$ cat config.mk
export PLATFORM = sky130hd
export DESIGN_NAME = screen_scanout_flat
export DESIGN_NICKNAME = d
export VERILOG_FILES = /design/src/rtl/screen_scanout_if.sv /design/src/rtl/screen_scanout.sv /design/src/flat_wrapper.sv
export SDC_FILE = /design/constraint.sdc
export NUM_CORES = 1
export LEC_CHECK = 0
export ABC_AREA = 1
export CAP_MARGIN = 0
export CORE_MARGIN = 4
export CORE_UTILIZATION = 52
export DETAILED_ROUTE_END_ITERATION = 16
export PLACE_DENSITY = 0.79
export SLEW_MARGIN = 15
export SYNTH_ARGS = -nofsm -noshare
export SYNTH_HDL_FRONTEND = slang
export SYNTH_SLANG_ARGS = --single-unit
$ cat constraint.sdc
create_clock -name clock -period 2 [get_ports clock]
set_clock_uncertainty 0.2 [all_clocks]
set_input_delay 0.5 -clock clock [delete_from_list [all_inputs] [get_ports clock]]
set_output_delay 0.5 -clock clock [all_outputs]
set_load 0.005 [all_outputs]
$ cat src/rtl/screen_scanout_if.sv
// Read-only port into the screen RAM used by the raster scanout.
// The scanout drives the address/strobe; the RAM returns data one cycle later.
interface screen_scanout_if;
    localparam int unsigned ADDR_W = 13;
    localparam int unsigned DATA_W = 16;

    logic              rd_en;
    logic [ADDR_W-1:0] rd_addr;
    logic [DATA_W-1:0] rd_data;

    modport master (output rd_en, output rd_addr, input rd_data);
    modport slave  (input rd_en, input rd_addr, output rd_data);
endinterface

$ cat src/rtl/screen_scanout.sv
// Raster scanout: walks h/v counters, fetches 16-pixel screen words and
// serialises them LSB-first with sync pulses, all 2 cycles behind the counters.
module screen_scanout #(
    parameter int unsigned H_ACTIVE    = 512,
    parameter int unsigned H_BLANK     = 64,
    parameter int unsigned V_ACTIVE    = 256,
    parameter int unsigned V_BLANK     = 8,
    parameter int unsigned HSYNC_LEN   = 32,
    parameter int unsigned VSYNC_LINES = 2
) (
    input  logic                clock,
    input  logic                reset,
    input  logic                enable,
    screen_scanout_if.master    rd,
    output logic                pixel,
    output logic                pixel_valid,
    output logic                hsync,
    output logic                vsync,
    output logic                frame_start,
    output logic [7:0]          frame_count
);
    localparam int unsigned H_TOTAL       = H_ACTIVE + H_BLANK;
    localparam int unsigned V_TOTAL       = V_ACTIVE + V_BLANK;
    localparam int unsigned WORDS_PER_ROW = H_ACTIVE / 16;
    localparam int unsigned HW            = $clog2(H_TOTAL);
    localparam int unsigned VW            = $clog2(V_TOTAL);

    typedef enum logic {IDLE, RUN} state_t;

    state_t          state;
    logic [HW-1:0]   h;
    logic [VW-1:0]   v;
    logic [15:0]     shift;
    logic            load_q;
    logic            active_d;
    logic            hsync_d;
    logic            vsync_d;
    logic            fstart_d;

    logic            run;
    logic            active;
    logic            fetch;
    logic            h_end;
    logic            v_end;
    logic            hsync_now;
    logic            vsync_now;
    logic            fstart_now;

    // Position decode from the registered counters.
    always_comb begin
        run        = (state == RUN);
        active     = run && (32'(h) < H_ACTIVE) && (32'(v) < V_ACTIVE);
        fetch      = active && (h[3:0] == 4'd0);
        h_end      = (32'(h) == H_TOTAL - 1);
        v_end      = (32'(v) == V_TOTAL - 1);
        hsync_now  = run && (32'(h) >= H_ACTIVE) && (32'(h) < H_ACTIVE + HSYNC_LEN);
        vsync_now  = run && (32'(v) >= V_ACTIVE) && (32'(v) < V_ACTIVE + VSYNC_LINES);
        fstart_now = run && (h == '0) && (v == '0);
    end

    assign rd.rd_en   = fetch;
    assign rd.rd_addr = fetch ? 13'(32'(v) * WORDS_PER_ROW + (32'(h) >> 4)) : 13'd0;

    always_ff @(posedge clock) begin
        if (reset) begin
            state       <= IDLE;
            h           <= '0;
            v           <= '0;
            frame_count <= 8'd0;
            shift       <= 16'd0;
            load_q      <= 1'b0;
            active_d    <= 1'b0;
            hsync_d     <= 1'b0;
            vsync_d     <= 1'b0;
            fstart_d    <= 1'b0;
            pixel       <= 1'b0;
            pixel_valid <= 1'b0;
            hsync       <= 1'b0;
            vsync       <= 1'b0;
            frame_start <= 1'b0;
        end else begin
            load_q      <= fetch;
            active_d    <= active;
            hsync_d     <= hsync_now;
            vsync_d     <= vsync_now;
            fstart_d    <= fstart_now;
            pixel_valid <= active_d;
            hsync       <= hsync_d;
            vsync       <= vsync_d;
            frame_start <= fstart_d;

            // The word's first pixel goes straight out; the register keeps the rest.
            if (load_q) begin
                shift <= rd.rd_data >> 1;
                pixel <= active_d & rd.rd_data[0];
            end else begin
                shift <= shift >> 1;
                pixel <= active_d & shift[0];
            end

            if (state == IDLE) begin
                h <= '0;
                v <= '0;
                if (enable) begin
                    state <= RUN;
                end
            end else if (!enable) begin
                state <= IDLE;
                h     <= '0;
                v     <= '0;
            end else if (h_end) begin
                h <= '0;
                if (v_end) begin
                    v           <= '0;
                    frame_count <= frame_count + 8'd1;
                end else begin
                    v <= v + VW'(1);
                end
            end else begin
                h <= h + HW'(1);
            end
        end
    end
endmodule

$ cat src/flat_wrapper.sv
// flat-port wrapper written by rule: the top's interface ports become plain ports
module screen_scanout_flat 
#(
    parameter int unsigned H_ACTIVE    = 512,
    parameter int unsigned H_BLANK     = 64,
    parameter int unsigned V_ACTIVE    = 256,
    parameter int unsigned V_BLANK     = 8,
    parameter int unsigned HSYNC_LEN   = 32,
    parameter int unsigned VSYNC_LINES = 2
)
  (clock, reset, enable, pixel, pixel_valid, hsync, vsync, frame_start, frame_count, rd_rd_en, rd_rd_addr, rd_rd_data);
  screen_scanout_if rd_i ();
  input  logic clock;
  input  logic reset;
  input  logic enable;
  output logic pixel;
  output logic pixel_valid;
  output logic hsync;
  output logic vsync;
  output logic frame_start;
  output logic [7:0] frame_count;
  output wire logic [$bits(rd_i.rd_en)-1:0] rd_rd_en;
  output wire logic [$bits(rd_i.rd_addr)-1:0] rd_rd_addr;
  input wire logic [$bits(rd_i.rd_data)-1:0] rd_rd_data;
  assign rd_rd_en = rd_i.rd_en;
  assign rd_rd_addr = rd_i.rd_addr;
  assign rd_i.rd_data = rd_rd_data;
  screen_scanout #(.H_ACTIVE(H_ACTIVE), .H_BLANK(H_BLANK), .V_ACTIVE(V_ACTIVE), .V_BLANK(V_BLANK), .HSYNC_LEN(HSYNC_LEN), .VSYNC_LINES(VSYNC_LINES)) u_core (.clock(clock), .reset(reset), .enable(enable), .rd(rd_i), .pixel(pixel), .pixel_valid(pixel_valid), .hsync(hsync), .vsync(vsync), .frame_start(frame_start), .frame_count(frame_count));
endmodule
**Word level (Yosys, flattened, before mapping)**

Cells that the tools add are included.

- Bits in registers: 54
- Input port bits: 19
- Output and inout bits: 27
- Logic and storage cells: 51

- Add/subtract/negate cells: 4
- Order comparisons: 6
- Eq/ne operators: 2
- Mux-type cells: 5
- Bitwise gates (word level): 4
- Reductions and logical operators: 15

Operator list:

| kind | count |
|---|---|
| $lt A10 B10 Y1 const B | 2 |
| $lt A9 B9 Y1 const B | 2 |
| $mux W15 | 1 |
| $add A13 B6 Y13 | 1 |
| $mux W13 | 1 |
| $add A10 B1 Y10 const B | 1 |
| $eq A10 B10 Y1 const B | 1 |
| $ge A10 B10 Y1 const B | 1 |
| $logic_not A10 Y1 | 1 |
| $add A9 B1 Y9 const B | 1 |
| $eq A9 B9 Y1 const B | 1 |
| $ge A9 B9 Y1 const B | 1 |
| $logic_and A1 B1 Y1 | 9 |
| $logic_not A9 Y1 | 1 |
| $mux W9 | 1 |
| $add A8 B1 Y8 const B | 1 |
| $logic_not A4 Y1 | 1 |
| $reduce_and A4 Y1 | 1 |
| $reduce_or A4 Y1 | 1 |
| $reduce_or A3 Y1 | 1 |
| $and A1 B1 Y1 | 2 |
| $mux W1 | 2 |
| $not A1 Y1 | 2 |

**Logic depth before layout (Yosys ltp)**

- Depth after elaboration: 5
- Mapped depth: 10
- Depth with buffers taken out: 9

**Least setup slack after synthesis**

No wires, ideal clock.

- Path kind: register -> output
- Start point: register u_core.h[0]
- End point: output rd_rd_addr[12]
- Arrival: 1290 ps
- Required time: 1300 ps
- Path slack: 10 ps
- Stages on the path, launching flop included: 8
- Path through: dfxtp_1 inv_1 ha_1 nand2_1 nor3_2 inv_1 clkbuf_1 nor3_1

- Word-level cells in the longest chain between the ends: 5
- Elaborated cells on any way between the ends: 6

RTL lines:

| item | line | RTL |
|---|---|---|
| start, declared | screen_scanout.sv:31 | `logic [HW-1:0] h;` |
| start signal, assigned | screen_scanout.sv:120 | `h <= h + HW'(1);` |
| $lt A10 B10 Y1 | screen_scanout.sv:52 | `active = run && (32'(h) < H_ACTIVE) && (32'(v) < V_ACTIVE);` |
| $logic_and A1 B1 Y1 (2 in a row) | screen_scanout.sv:52 |  |
| $logic_and A1 B1 Y1 (*) | screen_scanout.sv:53 | `fetch = active && (h[3:0] == 4'd0);` |
| via rd_rd_en | flat_wrapper.sv:22 | `output wire logic [$bits(rd_i.rd_en)-1:0] rd_rd_en;` |
| $mux W13 (*) | screen_scanout.sv:62 | `assign rd.rd_addr = fetch ? 13'(32'(v) * WORDS_PER_ROW + (32'(h) >> 4)) : 13'd0;` |
| end, declared | flat_wrapper.sv:23 | `output wire logic [$bits(rd_i.rd_addr)-1:0] rd_rd_addr;` |

The timed path passes the listed nets; every way through them passes the cells marked *.

**Final worst setup path**

- Start point: register u_core.h[9]
- End point: output rd_rd_addr[11]

- Word-level cells in the longest chain between the ends: 5
- Elaborated cells on any way between the ends: 6

RTL lines:

| item | line |
|---|---|
| $lt A10 B10 Y1 | screen_scanout.sv:52 |
| $logic_and A1 B1 Y1 (2 in a row) | screen_scanout.sv:52 |
| $logic_and A1 B1 Y1 | screen_scanout.sv:53 |
| $mux W13 (*) | screen_scanout.sv:62 |

Mark *: on every way between the ends. The rest lies on a longest branch, timed or not.

==> metrics.cfg <==
[outcome]
outcome=finished, violations left
failed_checks=negative setup slack

[finish]
drive_gt1_share_pct=26.19
final_common_cell=nor2_1
final_nets=487
layout_common_cells=nor2_1, nand2_1, dfxtp_1
syn_to_final_growth_pct=43.01
antenna_cells=0
nFillCells=340
fin_area_um2=3598
fin_util_pct=76.69

[floorplanning]
coreArea_um2=4692
initial_core_util_pct=53.63
dieArea_um2=6016
die_h_um=77.56
io_pins=46
row_count=25
die_x_um=77.56

[setup_path]
cp-start-kind=flop
cp_max_fo=3
crit_arrival_ns=1.66
criticalPathCategory=reg -> out
end_kind=output port
crit_required_ns=1.30

[clock_network]
insertion_delay_ns=0.32
cts_tree=yes
cts_root_buf=clkbuf_8
ctsLongestPathBuffers=2
path_clk_slew_ns=0.11
cts.sinks=53
postCtsHoldBufs=0
cts-buffers-inserted=5
htreeDepth=2

[sta]
period_share_pct=118.1
max_freq_ghz=0.4234
hold_viol=0
min_period_ns=2.362
setup_violations=15
rsz0062_at_grt=yes
slew-limit-headroom_pct=71.06
worst_slew_pin_slew_ns=0.4336
setup_slack_ns=-0.3619
drv_slew=0

[routing]
ant_nets=0
drt_wl_total_um=6956
drc_errors=0
num_vias=2673
viasPerCell=5.180
avgRoutedWirePerCell_um=13.48
firstDrtPassIters=4
first_iter_violations=173

[worst_hold_path]
hp-class=reg -> reg

[placement]
post_dp_cell_area_um2=3283
port_buffers=45
gp_congestion=0.9099
hpwlAfterDp_um=4552

[synth]
synth_cells=372
syn_nets=398
muxShareOfSynthArea_pct=0
synth.avg_cell_area_um2=6.764
synth_top_family_by_area=simple AND/OR/NAND/NOR gates
synth_compound_area_share_pct=6.713
synth_area_um2=2516
synth.distinct_cells=27
synth_xor_xnor_area_share_pct=2.089
synth-simple-area-share_pct=36.20
synth_fa_ha_area_share_pct=3.481
yosys_warnings=0
yosys_register_bits=53
synth-seq-area-share_pct=42.17

[run]
cap_violations=0

[global_routing]
grt_usage_pct=22.25
grt_pass1_wl_um=10900
grt-ovfl-total=0
grt_max_degree=23
antenna_found_initial=0
first_global_vias=2478

[power]
cellPowerDensity_nw_per_um2=517.7
report.power.total_w=0.001863
vdd.ir_drop.worst_uv=387.8
power_leakage_nw=1.530

-- synthesized netlist by cell type --
master    instances  share of area, %
nor2_1           98                15
nand2_1          71                11
dfxtp_1          53                42
inv_1            47               7.0
nand3_1          20               4.0
o21ai_0          20               4.0
a21oi_1          10               2.0
ha_1              7               3.5
nand2_2           7               1.7
nor3_1            6               1.2
clkbuf_1          5              0.75
xor2_1            5               1.7
nand4_1           4              0.99
nor3b_1           3              0.90
buf_2             2              0.40
buf_6             2              0.90
nor2_4            2              0.90
a211oi_1          1              0.30
clkinv_1          1              0.15
inv_2             1              0.15
nand3_2           1              0.40
nor2_2            1              0.25
nor3_2            1              0.40
nor4_1            1              0.25
o21ai_1           1              0.20
o22ai_1           1              0.25
xnor2_1           1              0.35
-- path summary, 6_finish.rpt --
| kind | slack [ns] | depth (start not counted) | to | startpoint |
|---|---|---|---|---|
| max reg2reg | -0.11 | 8 | u_core.v[0] | u_core.h[0] |
| min reg2reg | 0.20 | 2 | u_core.frame_start | u_core.fstart_d |
| max | -0.36 | 8 | rd_rd_addr[11] | u_core.h[9] |
| min | 0.20 | 2 | u_core.frame_start | u_core.fstart_d |
-- layout make-up --
cell class                 instances  area [µm²]  share of cell area (%)
tap                               54       67.56                   1.878
clock inverter                     3       28.78                  0.7997
sequential                        53        1075                   29.87
timing repair buffer              91       764.5                   21.24
clock buffer                       5       68.82                   1.912
inverter                          49       186.4                   5.181
multi-input combinational        261        1408                   39.12
-- repair_timing --
| action | CTS | global route |
|---|---|---|
| pin swaps | 12 | 6 |
| endpoints found under the setup margin | 14 | 22 |
| gates resized for setup | 96 | 28 |
| cloned | 0 | 0 |
| buffers inserted | 4 | 2 |
| hold endpoints to repair | 0 | 0 |
-- state kept, by name, indices dropped and copies added, names as in the netlist, 8 cells and up --
| register | cells |
|---|---|
| u_core.frame_count | 8 |
| u_core.h | 10 |
| u_core.shift | 15 |
| u_core.v | 9 |
-- critical path, cell delays in order (launching register included) --
cell	delay, ns
dfxtp_4	0.40
ha_4	0.17
ha_4	0.16
nand2_4	0.06
nor2_4	0.11
nand2_2	0.09
xor2_2	0.17
nor2_4	0.09
buf_2	0.11
-- logic make-up (layout without fill, tap and decap cells) --
kind of cell,Yosys count,in the layout
compound gates,33,33
flops,53,53
buf+inv,58,148
xor+xnor,6,6
fa+ha+maj,7,7
simple gates,215,215
-- power breakdown --
group / total [W] / switching, W / internal, W / leakage, nW
sequential: 0.00108 / 0.00000544 / 0.00107 / 0.434
clock: 0.000653 / 0.000391 / 0.000263 / 0.0506
combinational: 0.000132 / 0.0000610 / 0.0000706 / 1.04
-- routing by layer --
metal  up-vias  part of all wire (%)  GRT usage (%)  wire (µm)
met5         -                     0              0          0
met4         0                   4.4          9.609        307
met3        30                   7.1          3.944        491
met2       123                    49          38.86       3388
met1      1191                    40          26.67       2770
li1       1329                     -              -          -
-- per-stage QoR --
| step | TNS [ns] | std cells | hold slack [ns] | setup WS [ns] |
|---|---|---|---|---|
| after floorplan | 0 | 372 | 0.1883 | 0.01040 |
| after global placement | -5.306 | 502 | 0.1946 | -0.4278 |
| after detailed placement | -5.887 | 502 | 0.1965 | -0.4757 |
| after CTS | -2.798 | 514 | 0.2043 | -0.2357 |
| after global routing | -5.269 | 516 | 0.2158 | -0.4194 |
| final | -4.075 | 516 | 0.2014 | -0.3619 |
Power figures use the tool's default switching activity.
==> edit 1, RTL diff (config.mk and constraints unchanged) <==
`HSYNC_LEN` is set to 32 in 2 places; all go to 31.
--- a/src/rtl/screen_scanout.sv
+++ b/src/rtl/screen_scanout.sv
@@ -7,3 +7,3 @@
     parameter int unsigned V_BLANK     = 8,
-    parameter int unsigned HSYNC_LEN   = 32,
+    parameter int unsigned HSYNC_LEN   = 31,
     parameter int unsigned VSYNC_LINES = 2
--- a/src/flat_wrapper.sv
+++ b/src/flat_wrapper.sv
@@ -7,3 +7,3 @@
     parameter int unsigned V_BLANK     = 8,
-    parameter int unsigned HSYNC_LEN   = 32,
+    parameter int unsigned HSYNC_LEN   = 31,
     parameter int unsigned VSYNC_LINES = 2
Check against the original RTL: no difference found for any inputs over 10 cycles, from zero or initial values and one cycle with reset high; that may be too few to reach the edited logic, so the function may still have changed.
==> edit 1 against the unedited design <==
Register-to-register slack better by 0.31 ns; the flow still finishes with violations (negative setup slack); sequential cell count unchanged; setup slack worse by 0.092 ns; synthesized area up 1.4%; fmax down 3.7%; power down 0.79%; design area up 0.87%; largest power group unchanged; sequential power about the same; highest routed layer unchanged; routed wire length down 5.4%; die area up 1.3%.
==> edit 1: results (changes against the unedited design) <==
Synthesis
The complex-gate fraction of the synthesized area came to 0.0682 (was 0.0671). The synthesized-area fraction occupied by adder cells was 0.0343 (was 0.0348). Commonest cells in the netlist: sky130_fd_sc_hd__nor2_1 (89), sky130_fd_sc_hd__nand2_1 (74), sky130_fd_sc_hd__dfxtp_1 (53) (was sky130_fd_sc_hd__nor2_1 (98), sky130_fd_sc_hd__nand2_1 (71), sky130_fd_sc_hd__dfxtp_1 (53)).

Top cells by area, synth: sky130_fd_sc_hd__dfxtp_1 (42%), sky130_fd_sc_hd__nor2_1 (13%), sky130_fd_sc_hd__nand2_1 (11%) (was sky130_fd_sc_hd__dfxtp_1 (42%), sky130_fd_sc_hd__nor2_1 (15%), sky130_fd_sc_hd__nand2_1 (11%)). The fraction of synthesized cell area in xor and xnor cells is 0.0137 (was 0.0209).

Cells and area
The non-filler instance count after layout was 533 (was 516). The final net count was 491 (was 487). The fraction of final layout cells with drive strength greater than 1 is 0.251 (was 0.262).

Worst setup path
The startpoint of the worst register-to-register path is u_core.v[1] (was u_core.h[0]). The worst endpoint data arrival time was 1.75 ns (was 1.66 ns). The worst reg-to-reg setup slack is 0.20 ns (was -0.11 ns). The biggest cell delay along the critical path is 0.34 ns (was 0.40 ns). The launching instance or port of the critical path is u_core.h[1] (was u_core.h[9]). The depth of the worst register-to-register path is 9 (was 8). The end of the worst register-to-register path is u_core.v[3] (was u_core.v[0]).

The top fanout value on the critical path is 5 (was 3).

STA
The setup violation total in the final timing report is 14 (was 15). The final setup slack of the worst path was -0.454 ns (was -0.362 ns). The worst hold slack is 0.203 ns (was 0.201 ns).

GRT
The total routing usage reported by global routing came to 0.218 (was 0.222). The via count of the first global-routing pass is 2455 (was 2478). The first-pass GRT wire length came to 10800 µm (was 10900 µm).

Detailed routing
The initial DRC count is 255 (was 173). The post-detailed-route wirelength per cell is 12.3 µm (was 13.5 µm).

Placed design
The placed wire-length estimate is 4670 µm (was 4550 µm). The global placement routability congestion came to 0.855 (was 0.910). The number of placed instances with taps included is 517 (was 502). The total placed instance area is 3370 µm² (was 3280 µm²).

Status
Outcome: complete, but fails checks (unchanged). Violations in the final reports: negative setup slack (unchanged).

Power and ir drop
The static power due to leakage is 1.55 nW (was 1.53 nW).

Clock network
The total of cells resized after clock tree synthesis came to 88 (was 96). The setup fix buffers added after clock tree synthesis is 7 (was 4).
[edit 1: layout make-up]
class,count,area (µm²)
well taps,67,83.8
fillers,341,1090
inverters,51,194
repair buffers,93,771
clock buffers,5,68.8
flip-flops and latches,53,1070
multi-input cells,261,1420
clock inverters,3,25.0
[edit 1: where the power goes]
group,switching (mW),total (mW),leakage (nW),internal [mW]
clock,0.370,0.625,0.0452,0.256
combinational,0.0655,0.145,1.07,0.0795
sequential,0.00525,1.08,0.433,1.07
total,0.440,1.85,1.55,1.41
[edit 1: layer usage]
layer / track usage / share of wire / up-vias
met5: 0 / 0 / -
met4: 0.0542 / 0.017 / 0
met3: 0.0390 / 0.064 / 16
met2: 0.386 / 0.49 / 95
met1: 0.274 / 0.43 / 1218
li1: - / - / 1345
==> edit 2, RTL diff (same settings) <==
Made on the original files. Put one more register stage on the output `frame_start`, cleared by the reset. The value now appears one clock later. The other outputs are not delayed to match.
--- a/src/rtl/screen_scanout.sv
+++ b/src/rtl/screen_scanout.sv
@@ -28,2 +28,4 @@
     typedef enum logic {IDLE, RUN} state_t;
+
+    logic frame_start_s0;
 
@@ -79,3 +81,3 @@
             vsync       <= 1'b0;
-            frame_start <= 1'b0;
+            frame_start_s0 <= 1'b0;
         end else begin
@@ -89,3 +91,3 @@
             vsync       <= vsync_d;
-            frame_start <= fstart_d;
+            frame_start_s0 <= fstart_d;
 
@@ -123,2 +125,10 @@
     end
+    always_ff @(posedge clock) begin
+        if (reset) begin
+            frame_start <= '0;
+        end else begin
+            frame_start <= frame_start_s0;
+        end
+    end
+
 endmodule
Behaviour: not the same (Yosys sat finds a counterexample within 4 cycles, from zero or initial values and one cycle with reset high).
==> edit 2 against the unedited design <==
The run still ends with negative setup slack left; clock power down 8.3%; design area decreased by 2.9%; sequential cell count up 1; synthesized area increased by 0.70%; largest power group unchanged; critical path depth stayed put; routed wire length is 10% lower; setup slack improved by 0.14 ns; synthesized cell count is 0.81% higher; first-iteration DRC count shrank 38%; critical path type unchanged; power is 2.3% lower; fmax grew 6.3%.
==> edit 2: results (changes against the unedited design) <==
STA
The setup violation total in the final timing report was 14 (was 15). The slew at the pin closest to its max-slew limit is 0.428 ns (was 0.434 ns). The worst hold slack is 0.205 ns (was 0.201 ns). The final setup slack of the worst path came to -0.222 ns (was -0.362 ns).

Power and ir drop
The static power due to leakage is 1.51 nW (was 1.53 nW). The peak supply drop is 406 µV (was 388 µV).

Synthesis
The synthesized-area fraction occupied by adder cells is 0.0346 (was 0.0348). The synthesized netlist net count is 401 (was 398). The sequential area share after synthesis is 0.427 (was 0.422).

The complex-gate fraction of the synthesized area was 0.0662 (was 0.0671). The average cell area after synthesis came to 6.76 µm² (about the same). The number of library cell types mapped by synthesis is 25 (was 27). Commonest cells in the netlist: sky130_fd_sc_hd__nor2_1 (102), sky130_fd_sc_hd__nand2_1 (68), sky130_fd_sc_hd__dfxtp_1 (54) (was sky130_fd_sc_hd__nor2_1 (98), sky130_fd_sc_hd__nand2_1 (71), sky130_fd_sc_hd__dfxtp_1 (53)). The fraction of synthesized cell area in xor and xnor cells is 0.0173 (was 0.0209).

Top cells by area, synth: sky130_fd_sc_hd__dfxtp_1 (43%), sky130_fd_sc_hd__nor2_1 (15%), sky130_fd_sc_hd__nand2_1 (10%) (was sky130_fd_sc_hd__dfxtp_1 (42%), sky130_fd_sc_hd__nor2_1 (15%), sky130_fd_sc_hd__nand2_1 (11%)).

Worst setup path
The depth of the worst register-to-register path is 9 (was 8). The worst reg-to-reg setup slack is 0.17 ns (was -0.11 ns). The biggest cell delay along the critical path is 0.34 ns (was 0.40 ns). The worst endpoint data arrival time is 1.52 ns (was 1.66 ns).

Detailed routing
The initial DRC count came to 108 (was 173). The via-per-instance ratio is 4.90 (was 5.18).

GRT
The via count of the first global-routing pass is 2464 (was 2478). The total routing usage reported by global routing is 0.217 (was 0.222). The first-pass GRT wire length is 10700 µm (was 10900 µm).

Placed design
The number of placed instances with taps included is 516 (was 502). The global placement routability congestion is 0.877 (was 0.910). The placed wire-length estimate is 4530 µm (was 4550 µm).

Cells and area
The fraction of final layout cells with drive strength greater than 1 came to 0.222 (was 0.262).

Clock network
The worst-skew pair later-pin latency was 0.30 ns (was 0.32 ns).

Status
Violations in the final reports: negative setup slack (unchanged). Outcome: complete, but fails checks (unchanged).

Worst hold path
The startpoint of the worst hold path is u_core.frame_start_s0 (was u_core.fstart_d).
==> edit 2: final cells by class <==
cell class              instances  area share
multi-input cells             261       0.378
flip-flops and latches         54       0.313
repair buffers                 87       0.207
inverters                      50      0.0537
well taps                      67      0.0240
clock buffers                   6      0.0208
clock inverters                 2     0.00394
==> edit 2: kinds of logic (layout without fill, tap and decap cells) <==
logic type	Yosys count	after routing
DFF	54	54
buffers and inverters	60	145
AOI/OAI and AO/OA	33	33
adders and majority gates	7	7
and+or+nand+nor	216	216
xor gates and xnor gates	5	5
==> edit 2: worst max-delay path by stage <==
stage | startpoint | endpoint | slack (ns) | cells past startpoint
2_1_floorplan | u_core.h[0] | rd_rd_addr[11] | 0.05 | 7
3_3_place_gp | u_core.h[0] | rd_rd_addr[12] | -0.37 | 7
6_report | u_core.h[1] | rd_rd_addr[11] | -0.22 | 8
4_1_cts | u_core.h[1] | rd_rd_addr[11] | -0.21 | 8
5_1_grt | u_core.h[1] | rd_rd_addr[11] | -0.34 | 8
3_5_place_dp | u_core.h[1] | rd_rd_addr[2] | -0.42 | 8
==> edit 2: layer usage <==
metal	vias to the layer above	global-route usage	share of wire	wire length, µm
met5	-	0	0	0
met4	0	0.0730	0.020	123
met3	14	0.0499	0.045	283
met2	66	0.379	0.50	3130
met1	1179	0.259	0.43	2710
li1	1324	-	-	-
==> edit 2: per-stage QoR <==
stage	setup TNS, ns	area (µm²)
4_1_cts	-2.27	3460
5_1_grt	-3.86	3490
3_3_place_gp	-4.42	3330
3_5_place_dp	-4.74	3330
2_1_floorplan	0	2530
6_report	-2.57	3490
==> edit 2: worst register-to-register path, cell delays in order, from the launching register on <==
cell and delay, ns:
sky130_fd_sc_hd__dfxtp_1 0.36, sky130_fd_sc_hd__buf_4 0.13, sky130_fd_sc_hd__ha_1 0.19, sky130_fd_sc_hd__nand2_2 0.09, sky130_fd_sc_hd__nor2_4 0.13, sky130_fd_sc_hd__nand2_2 0.08, sky130_fd_sc_hd__nor2_4 0.13, sky130_fd_sc_hd__nand3_2 0.21
sky130_fd_sc_hd__nor2_1 0.16, sky130_fd_sc_hd__nor2_1 0.05
==> edit 2: what timing repair did <==
item                       in CTS  in global routing
setup buffers                   4                  0
resized for setup              87                 14
setup endpoints to repair      14                 17
pin swaps                       8                  1
==> edit 2: power by group <==
group          internal [mW]  total [mW]  switching, mW
clock network          0.248       0.599          0.351
registers               1.09        1.10        0.00551
logic                 0.0674       0.124         0.0570
total                   1.41        1.82          0.413
